### config.mk
export PLATFORM = sky130hd
export DESIGN_NAME = instr_loader
export DESIGN_NICKNAME = d
export VERILOG_FILES = /design/src/rtl/instr_loader.sv
export SDC_FILE = /design/constraint.sdc
export NUM_CORES = 1
export LEC_CHECK = 0
export ABC_AREA = 1
export CELL_PAD_IN_SITES_DETAIL_PLACEMENT = 1
export CELL_PAD_IN_SITES_GLOBAL_PLACEMENT = 2
export CORE_MARGIN = 2
export CORE_UTILIZATION = 30
export DETAILED_ROUTE_END_ITERATION = 7
export HOLD_SLACK_MARGIN = 0.06
export PLACE_DENSITY_LB_ADDON = 0.1
export SLEW_MARGIN = 20
export SYNTH_ARGS = -nofsm -noshare
export SYNTH_HDL_FRONTEND = slang
export SYNTH_SLANG_ARGS = --single-unit
### constraint.sdc
create_clock -name clk_i -period 1.8 [get_ports clk_i]
set_input_delay 0.18 -clock clk_i [delete_from_list [all_inputs] [get_ports clk_i]]
set_output_delay 0.18 -clock clk_i [all_outputs]
set_load 0.01 [all_outputs]
### src/rtl/instr_loader.sv
// Streams a length-prefixed, checksummed program into instruction memory while
// holding the processor in reset until a clean load has completed.
module instr_loader #(
  parameter int ADDR_W    = 8,
  parameter int MAX_WORDS = 256
) (
  input  logic              clk_i,
  input  logic              reset,
  input  logic              start_i,
  input  logic [7:0]        byte_i,
  input  logic              byte_valid_i,
  output logic              byte_ready_o,
  output logic              imem_we_o,
  output logic [ADDR_W-1:0] imem_addr_o,
  output logic [31:0]       imem_wdata_o,
  output logic              cpu_reset_o,
  output logic              busy_o,
  output logic              done_o,
  output logic              err_o
);

  typedef enum logic [2:0] {IDLE, LEN, DATA, CSUM, DONE, ERR} state_t;

  state_t            r_state;
  state_t            w_next;
  logic [7:0]        r_wordsLeft;
  logic [7:0]        r_csum;
  logic [1:0]        r_byteCnt;
  logic [23:0]       r_shift;
  logic [ADDR_W-1:0] r_wordIdx;
  logic [ADDR_W-1:0] r_addr;
  logic [31:0]       r_wdata;
  logic              r_we;

  logic w_ready;
  logic w_xfer;
  logic w_start;
  logic w_lenTooBig;
  logic w_lastByte;
  logic w_lastWord;

  assign w_ready     = (r_state == LEN) || (r_state == DATA) || (r_state == CSUM);
  assign w_xfer      = w_ready && byte_valid_i;
  assign w_start     = start_i && ((r_state == IDLE) || (r_state == DONE) || (r_state == ERR));
  assign w_lenTooBig = 32'(byte_i) > 32'(MAX_WORDS);
  assign w_lastByte  = (r_byteCnt == 2'd3);
  assign w_lastWord  = (r_wordsLeft == 8'd1);

  always_ff @(posedge clk_i) begin
    if (reset) r_state <= IDLE;
    else       r_state <= w_next;
  end

  always_comb begin
    w_next = r_state;
    case (r_state)
      IDLE, DONE, ERR: if (start_i) w_next = LEN;
      LEN: begin
        if (w_xfer) begin
          if (byte_i == 8'd0)   w_next = CSUM;
          else if (w_lenTooBig) w_next = ERR;
          else                  w_next = DATA;
        end
      end
      DATA: if (w_xfer && w_lastByte && w_lastWord) w_next = CSUM;
      CSUM: if (w_xfer) w_next = (byte_i == r_csum) ? DONE : ERR;
      default: w_next = IDLE;
    endcase
  end

  // Word assembly, checksum and the one-cycle write strobe; the memory
  // address/data registers hold their last values between writes.
  always_ff @(posedge clk_i) begin
    if (reset) begin
      r_wordsLeft <= 8'd0;
      r_csum      <= 8'd0;
      r_byteCnt   <= 2'd0;
      r_shift     <= 24'd0;
      r_wordIdx   <= '0;
      r_addr      <= '0;
      r_wdata     <= 32'd0;
      r_we        <= 1'b0;
    end else begin
      r_we <= 1'b0;
      if (w_start) begin
        r_wordsLeft <= 8'd0;
        r_csum      <= 8'd0;
        r_byteCnt   <= 2'd0;
        r_shift     <= 24'd0;
        r_wordIdx   <= '0;
      end else if (w_xfer) begin
        case (r_state)
          LEN: r_wordsLeft <= byte_i;
          DATA: begin
            r_csum    <= r_csum ^ byte_i;
            r_byteCnt <= r_byteCnt + 2'd1;
            if (w_lastByte) begin
              r_we        <= 1'b1;
              r_wdata     <= {r_shift, byte_i};
              r_addr      <= r_wordIdx;
              r_wordIdx   <= r_wordIdx + ADDR_W'(1);
              r_wordsLeft <= r_wordsLeft - 8'd1;
            end else begin
              r_shift <= {r_shift[15:0], byte_i};
            end
          end
          default: ;
        endcase
      end
    end
  end

  always_comb begin
    busy_o      = 1'b0;
    done_o      = 1'b0;
    err_o       = 1'b0;
    cpu_reset_o = 1'b1;
    case (r_state)
      LEN, DATA, CSUM: busy_o = 1'b1;
      DONE: begin
        done_o      = 1'b1;
        cpu_reset_o = 1'b0;
      end
      ERR: err_o = 1'b1;
      default: ;
    endcase
  end

  assign byte_ready_o = w_ready;
  assign imem_we_o    = r_we;
  assign imem_addr_o  = r_addr;
  assign imem_wdata_o = r_wdata;

endmodule

==> Yosys cells after proc, flatten, opt, wreduce, memory -nomap -nowiden <==
Cells that the tools add are included.
{ "classes": {"add_sub_neg": 3, "n_eq_ne": 13, "n_bitwise": 5, "n_reduce_logical": 21, "mux": 14} }
{ "op_table": {"columns": ["op", "count"], "rows": [
  ["one-hot mux 8 bit (2 select lines)", 1],
  ["two-way mux 3 bit", 4],
  ["one-hot mux 3 bit (4 select lines)", 1],
  ["AND reduction 3 bit", 3],
  ["adder 8 x 1 -> 8 bit, second input constant", 1],
  ["equality test 8 x 1 -> 1 bit, second input constant", 1],
  ["equality test 8 bit", 1],
  ["zero test 8 bit", 1],
  ["two-way mux 8 bit", 1],
  ["inequality test 2 bit, second input constant", 4],
  ["AND reduction 4 bit", 2],
  ["subtractor 8 x 1 -> 8 bit, second input constant", 1],
  ["XOR 8 bit", 1],
  ["two-way mux 1 bit", 7],
  ["equality test 3 x 2 -> 1 bit, second input constant", 2],
  ["equality test 3 bit, second input constant", 2],
  ["OR reduction 3 bit", 2],
  ["logical AND 1 bit", 4],
  ["logical OR 1 bit", 4],
  ["inverter 1 bit", 4],
  ["OR reduction 4 bit", 1],
  ["equality test 3 x 1 -> 1 bit, second input constant", 1],
  ["zero test 3 bit", 1],
  ["adder 2 x 1 -> 2 bit, second input constant", 1],
  ["5 further kinds", 5]
]} }
{ "word_totals": {"elab_cells": 65, "out_inout_bits": 46, "ff_bits": 94, "in_bits": 12} }

==> Depth between registers and ports, before layout <==
{ "depth": {"word_depth": 8, "mapped_depth": 10, "depth_no_buf": 10} }

==> Worst setup path after synthesis <==
Ideal clock, no wire load.
{ "synth_path": {"path_kind": "register to register", "from": "reg r_state[2]", "to": "reg r_shift[10]", "setup_time_ns": 0.132, "path_stages_with_launch": 10, "required_ns": 1.668, "t_arrival_ns": 1.154, "path_slack_ns": 0.514, "period_less_slack_ns": 1.286, "n_path_buf": 1, "cell_sequence": "dfxtp_1 -> inv_2 -> nand2_1 -> nor2_4 -> nand2_1 -> inv_2 -> nand2_2 -> buf_4 -> nand2_1 -> a21oi_1"} }
{ "synth_between": {"elab_chain_cells": 5, "word_cells_on_any_way": 14} }
{ "synth_lines": {"columns": ["element", "line_no", "rtl"], "rows": [
  ["start, declared", "24", "state_t r_state;"],
  ["start signal, assigned", "51", "else r_state <= w_next;"],
  ["equality test 3 x 1 -> 1 bit, or another cell as far along", "42", "assign w_ready = (r_state == LEN) || (r_state == DATA) || (r_state == CSUM);"],
  ["logical OR 1 bit, on equally long branches (2 in a row)", "42, 44", null],
  ["logical AND 1 bit, on equally long branches", "43, 44", null],
  ["AND reduction 3 bit (no source line) or OR reduction 2 bit (tied branches)", null, null],
  ["end signal, assigned", "104", "r_shift <= {r_shift[15:0], byte_i};"],
  ["end, declared", "29", "logic [23:0] r_shift;"]
]} }
Several ways; a longest one is shown, not always the timed one.
A chain may end at the register's enable or synchronous reset.

==> Worst setup path after layout <==
{ "layout_path": {"from": "reg r_state[1]", "to": "out cpu_reset_o"} }
{ "layout_between": {"elab_chain_cells": 2} }
{ "layout_lines": {"columns": ["element", "line_no", "rtl"], "rows": [
  ["equality test 3 bit", "118", "case (r_state)"],
  ["two-way mux 1 bit", "118", null],
  ["end, declared", "16", "output logic cpu_reset_o,"]
]} }
No other way between the ends.

==> impl_metrics.py <==
metrics = {
    "global_route": {
        "grt_pass1_vias": 3585,
        "grt_first_pass_wirelength_um": 18700,
        "grt_max_degree": 38,
        "grt_overflow_total": 0,
        "groute.usage.overall_pct": 16.8,
        "grt_antenna_before_repair": 0,
    },
    "timing": {
        "setup_viol": 0,
        "worst_clock_skew_ns": 0.00507,
        "finalCritPeriodShare_pct": 94.9,
        "tightestPinTransition_ns": 0.463,
        "worst_setup_margin_ns": 0.0923,
        "timing_hold_violations_final": 0,
        "final.min_clock_period_ns": 1.71,
        "slew_limit_headroom_pct": 69.0,
        "grt_setup_unrepaired": "yes",
        "report.final.slew_viol_count": 0,
        "max_freq_ghz": 0.586,
    },
    "cells_and_area": {
        "synthToLayoutAreaGrowth_pct": 27.0,
        "final-instance-count-excl-fill": 769,
        "antennaDiodeCount": 0,
        "area.sequential_um2": 1880,
        "multi_input_area_um2": 1740,
        "fill_cells": 1592,
        "layout-drive-gt1-share_pct": 7.54,
        "layout.nets": 608,
        "finalCoreUtilization_pct": 39.4,
    },
    "floorplanning": {
        "placementRows": 41,
        "core-area_um2": 12700,
        "io_pins": 58,
        "die_h_um": 119,
        "start_util_pct": 31.0,
        "die_area_um2": 14100,
        "die_w_um": 119,
    },
    "clock_tree": {
        "cts_made_buffers": 9,
        "cts.reportedPaths.clkPinSlew_ns": 0.07,
        "post_cts_resized": 2,
        "clock_sinks": 94,
        "cts_root_buffer_type": "sky130_fd_sc_hd__clkbuf_16",
        "cts.hold.buffers_added": 0,
        "worstSkewPairLatency_ns": 0.35,
        "cts_max_level": 3,
        "cts.path.max_buffers": 2,
        "cts_tree": "done",
        "post_cts.repair.setup_buffers": 0,
    },
    "detailed_routing": {
        "drt_iter0_markers": 161,
        "vias_per_cell": 4.68,
        "detailroute.wirelength.met3_um": 309,
        "met2_wirelength_um": 5180,
        "maxUsedRoutingLayer": "met4",
        "met1_routed_length_um": 5660,
        "vias": 3600,
        "totalWireLength_um": 11300,
        "routedWlPerCell_um": 14.6,
        "drt_drc_violations_left": 0,
        "route.antenna.remaining_nets": 0,
        "drt-pass1-iter-count": 4,
    },
    "yosys": {
        "share_of_the_synthesized_area_in_the_top_cell_type_pct": 47.7,
        "synth-seq-area-share_pct": 47.7,
        "synth_async_sr_flop_share_pct": 0,
        "yosysUniqueCellTypes": 29,
        "number_of_standard_cells_after_synthesis": 540,
        "post-synth-top-count-cell": "sky130_fd_sc_hd__nand2_1",
        "number_of_enable_type_register_cells_in_the_synthesized_netlist": 0,
        "synth-warning-count": 0,
        "synth-seq-cells": 94,
        "synth_top_cells_by_area": "sky130_fd_sc_hd__dfxtp_1, sky130_fd_sc_hd__nand2_1, sky130_fd_sc_hd__a21oi_1",
        "ys_dominant_reg_cell": "sky130_fd_sc_hd__dfxtp_1",
        "synth_top_area_cell": "sky130_fd_sc_hd__dfxtp_1",
        "postSynthNetCount": 556,
        "avgSynthCellArea_um2": 7.31,
        "synthTopCellsByCount": "sky130_fd_sc_hd__nand2_1, sky130_fd_sc_hd__dfxtp_1, sky130_fd_sc_hd__a21oi_1",
        "post_synth_instance_area_um2": 3950,
    },
    "job": {
        "maxCapViolCount": 0,
    },
    "worst_setup_path": {
        "crit_start": "r_state[1]",
        "crit_fanout": 4,
        "worstSetupEndpointType": "primary output",
        "regToRegStartpoint": "r_state[2]",
        "worstSetupStartpointType": "flip-flop",
        "reg2reg_setup_slack_ns": 0.23,
        "crit_type": "flip-flop to primary output",
        "cp_data_required_time_ns": 1.62,
        "critical_path_arrival_ns": 1.53,
        "r2r-end": "r_shift[21]",
        "worst_case_reg_to_reg_path_depth": 8,
    },
    "pwr": {
        "powerDensity_nw_per_um2": 1080,
        "p_leak_nw": 1.84,
        "power.ir.vdd_worst_mv": 0.367,
    },
    "placed_design": {
        "detailedPlacementHpwl_um": 8180,
        "pre_cts_slack_ns": 0.0546,
        "post-place-cells": 753,
        "place_congestion": 0.813,
        "placement.io_buffers": 57,
    },
    "worst_hold_path": {
        "whs_endpoint": "imem_wdata_o[30]",
        "worstHoldPathCells": 2,
        "hold_class": "flip-flop to flip-flop",
        "hold_path_startpoint": "imem_wdata_o[30]",
    },
    "outcome": {
        "run_status": "complete, no violations",
    },
}
-- stage by stage --
step                      hold WS [ns]  power, W  cell area [um^2]  setup TNS (ns)
after floorplan                  0.328   0.00312              3950               0
after global placement           0.450   0.00346              4700               0
after detailed placement         0.455   0.00349              4700               0
after CTS                        0.466   0.00549              5000               0
after global routing             0.484   0.00575              5010         -0.0142
final                            0.463   0.00540              5010               0
-- cell families (layout without fill, tap and decap cells) --
| group | count (synthesis) | in the layout | synth area share, % |
|---|---|---|---|
| AND/OR/NAND/NOR | 247 | 247 | 26.0 |
| buffers and inverters | 69 | 126 | 8.31 |
| adder cells (fa/ha/maj) | 4 | 4 | 1.27 |
| flip-flops | 94 | 94 | 47.7 |
| AO/OA/AOI/OAI | 122 | 122 | 15.9 |
| XOR/XNOR | 4 | 4 | 0.888 |
-- state kept, by name, indices dropped and copies added (netlist names), 2 cells and up --
name / flops
imem_addr_o: 8
imem_wdata_o: 32
r_byteCnt: 2
r_csum: 8
r_shift: 24
r_state: 3
r_wordIdx: 8
r_wordsLeft: 8
-- worst max path at each step --
stage	endpoint	slack, ns	cells past startpoint
after floorplan	r_shift[10]	0.51	9
after global placement	r_shift[12]	0.12	6
after detailed placement	r_shift[7]	0.05	6
after CTS	cpu_reset_o	0.003	5
after global routing	cpu_reset_o	-0.01	5
final	cpu_reset_o	0.09	5
-- layer usage --
metal | GRT usage (%) | vias up
li1 | - | 1852
met4 | 4.91 | 0
met5 | 0 | -
met1 | 22.8 | 1702
met2 | 26.6 | 39
met3 | 3.76 | 7
-- area by class of cell --
class	instances	area share (%)
Clock buffer	10	4.77
Inverter	41	3.07
Tap cell	172	4.29
Clock inverter	6	1.35
Timing Repair Buffer	69	14.3
Sequential cell	94	37.6
Multi-Input combinational cell	377	34.7
-- worst max-delay path: stages, from the launching register on --
cell	delay (ns)
sky130_fd_sc_hd__dfxtp_2	0.34
sky130_fd_sc_hd__inv_1	0.10
sky130_fd_sc_hd__nand2_1	0.09
sky130_fd_sc_hd__nor2_2	0.12
sky130_fd_sc_hd__inv_1	0.05
sky130_fd_sc_hd__clkdlybuf4s50_1	0.48
-- power breakdown --
group | switching, W | internal (W) | total, W
registers | 0.0000900 | 0.00218 | 0.00227
clock network | 0.000848 | 0.00112 | 0.00197
logic | 0.000765 | 0.000393 | 0.00116
-- cells in the final DEF (no fill, tap or decap), types with 6 or more instances in the layout --
cell                              netlist  layout
sky130_fd_sc_hd__clkbuf_16              0       9
sky130_fd_sc_hd__dfxtp_1               94      92
sky130_fd_sc_hd__nor2_1                31      30
sky130_fd_sc_hd__nand2_1              164     164
sky130_fd_sc_hd__nand3_1               39      39
sky130_fd_sc_hd__inv_1                 34      34
sky130_fd_sc_hd__a21oi_1               88      88
sky130_fd_sc_hd__buf_4                 11       8
sky130_fd_sc_hd__o21ai_0               29      29
sky130_fd_sc_hd__inv_2                  6       6
sky130_fd_sc_hd__clkdlybuf4s50_1        0      54
Note: power is estimated with default switching activity, not from simulation.
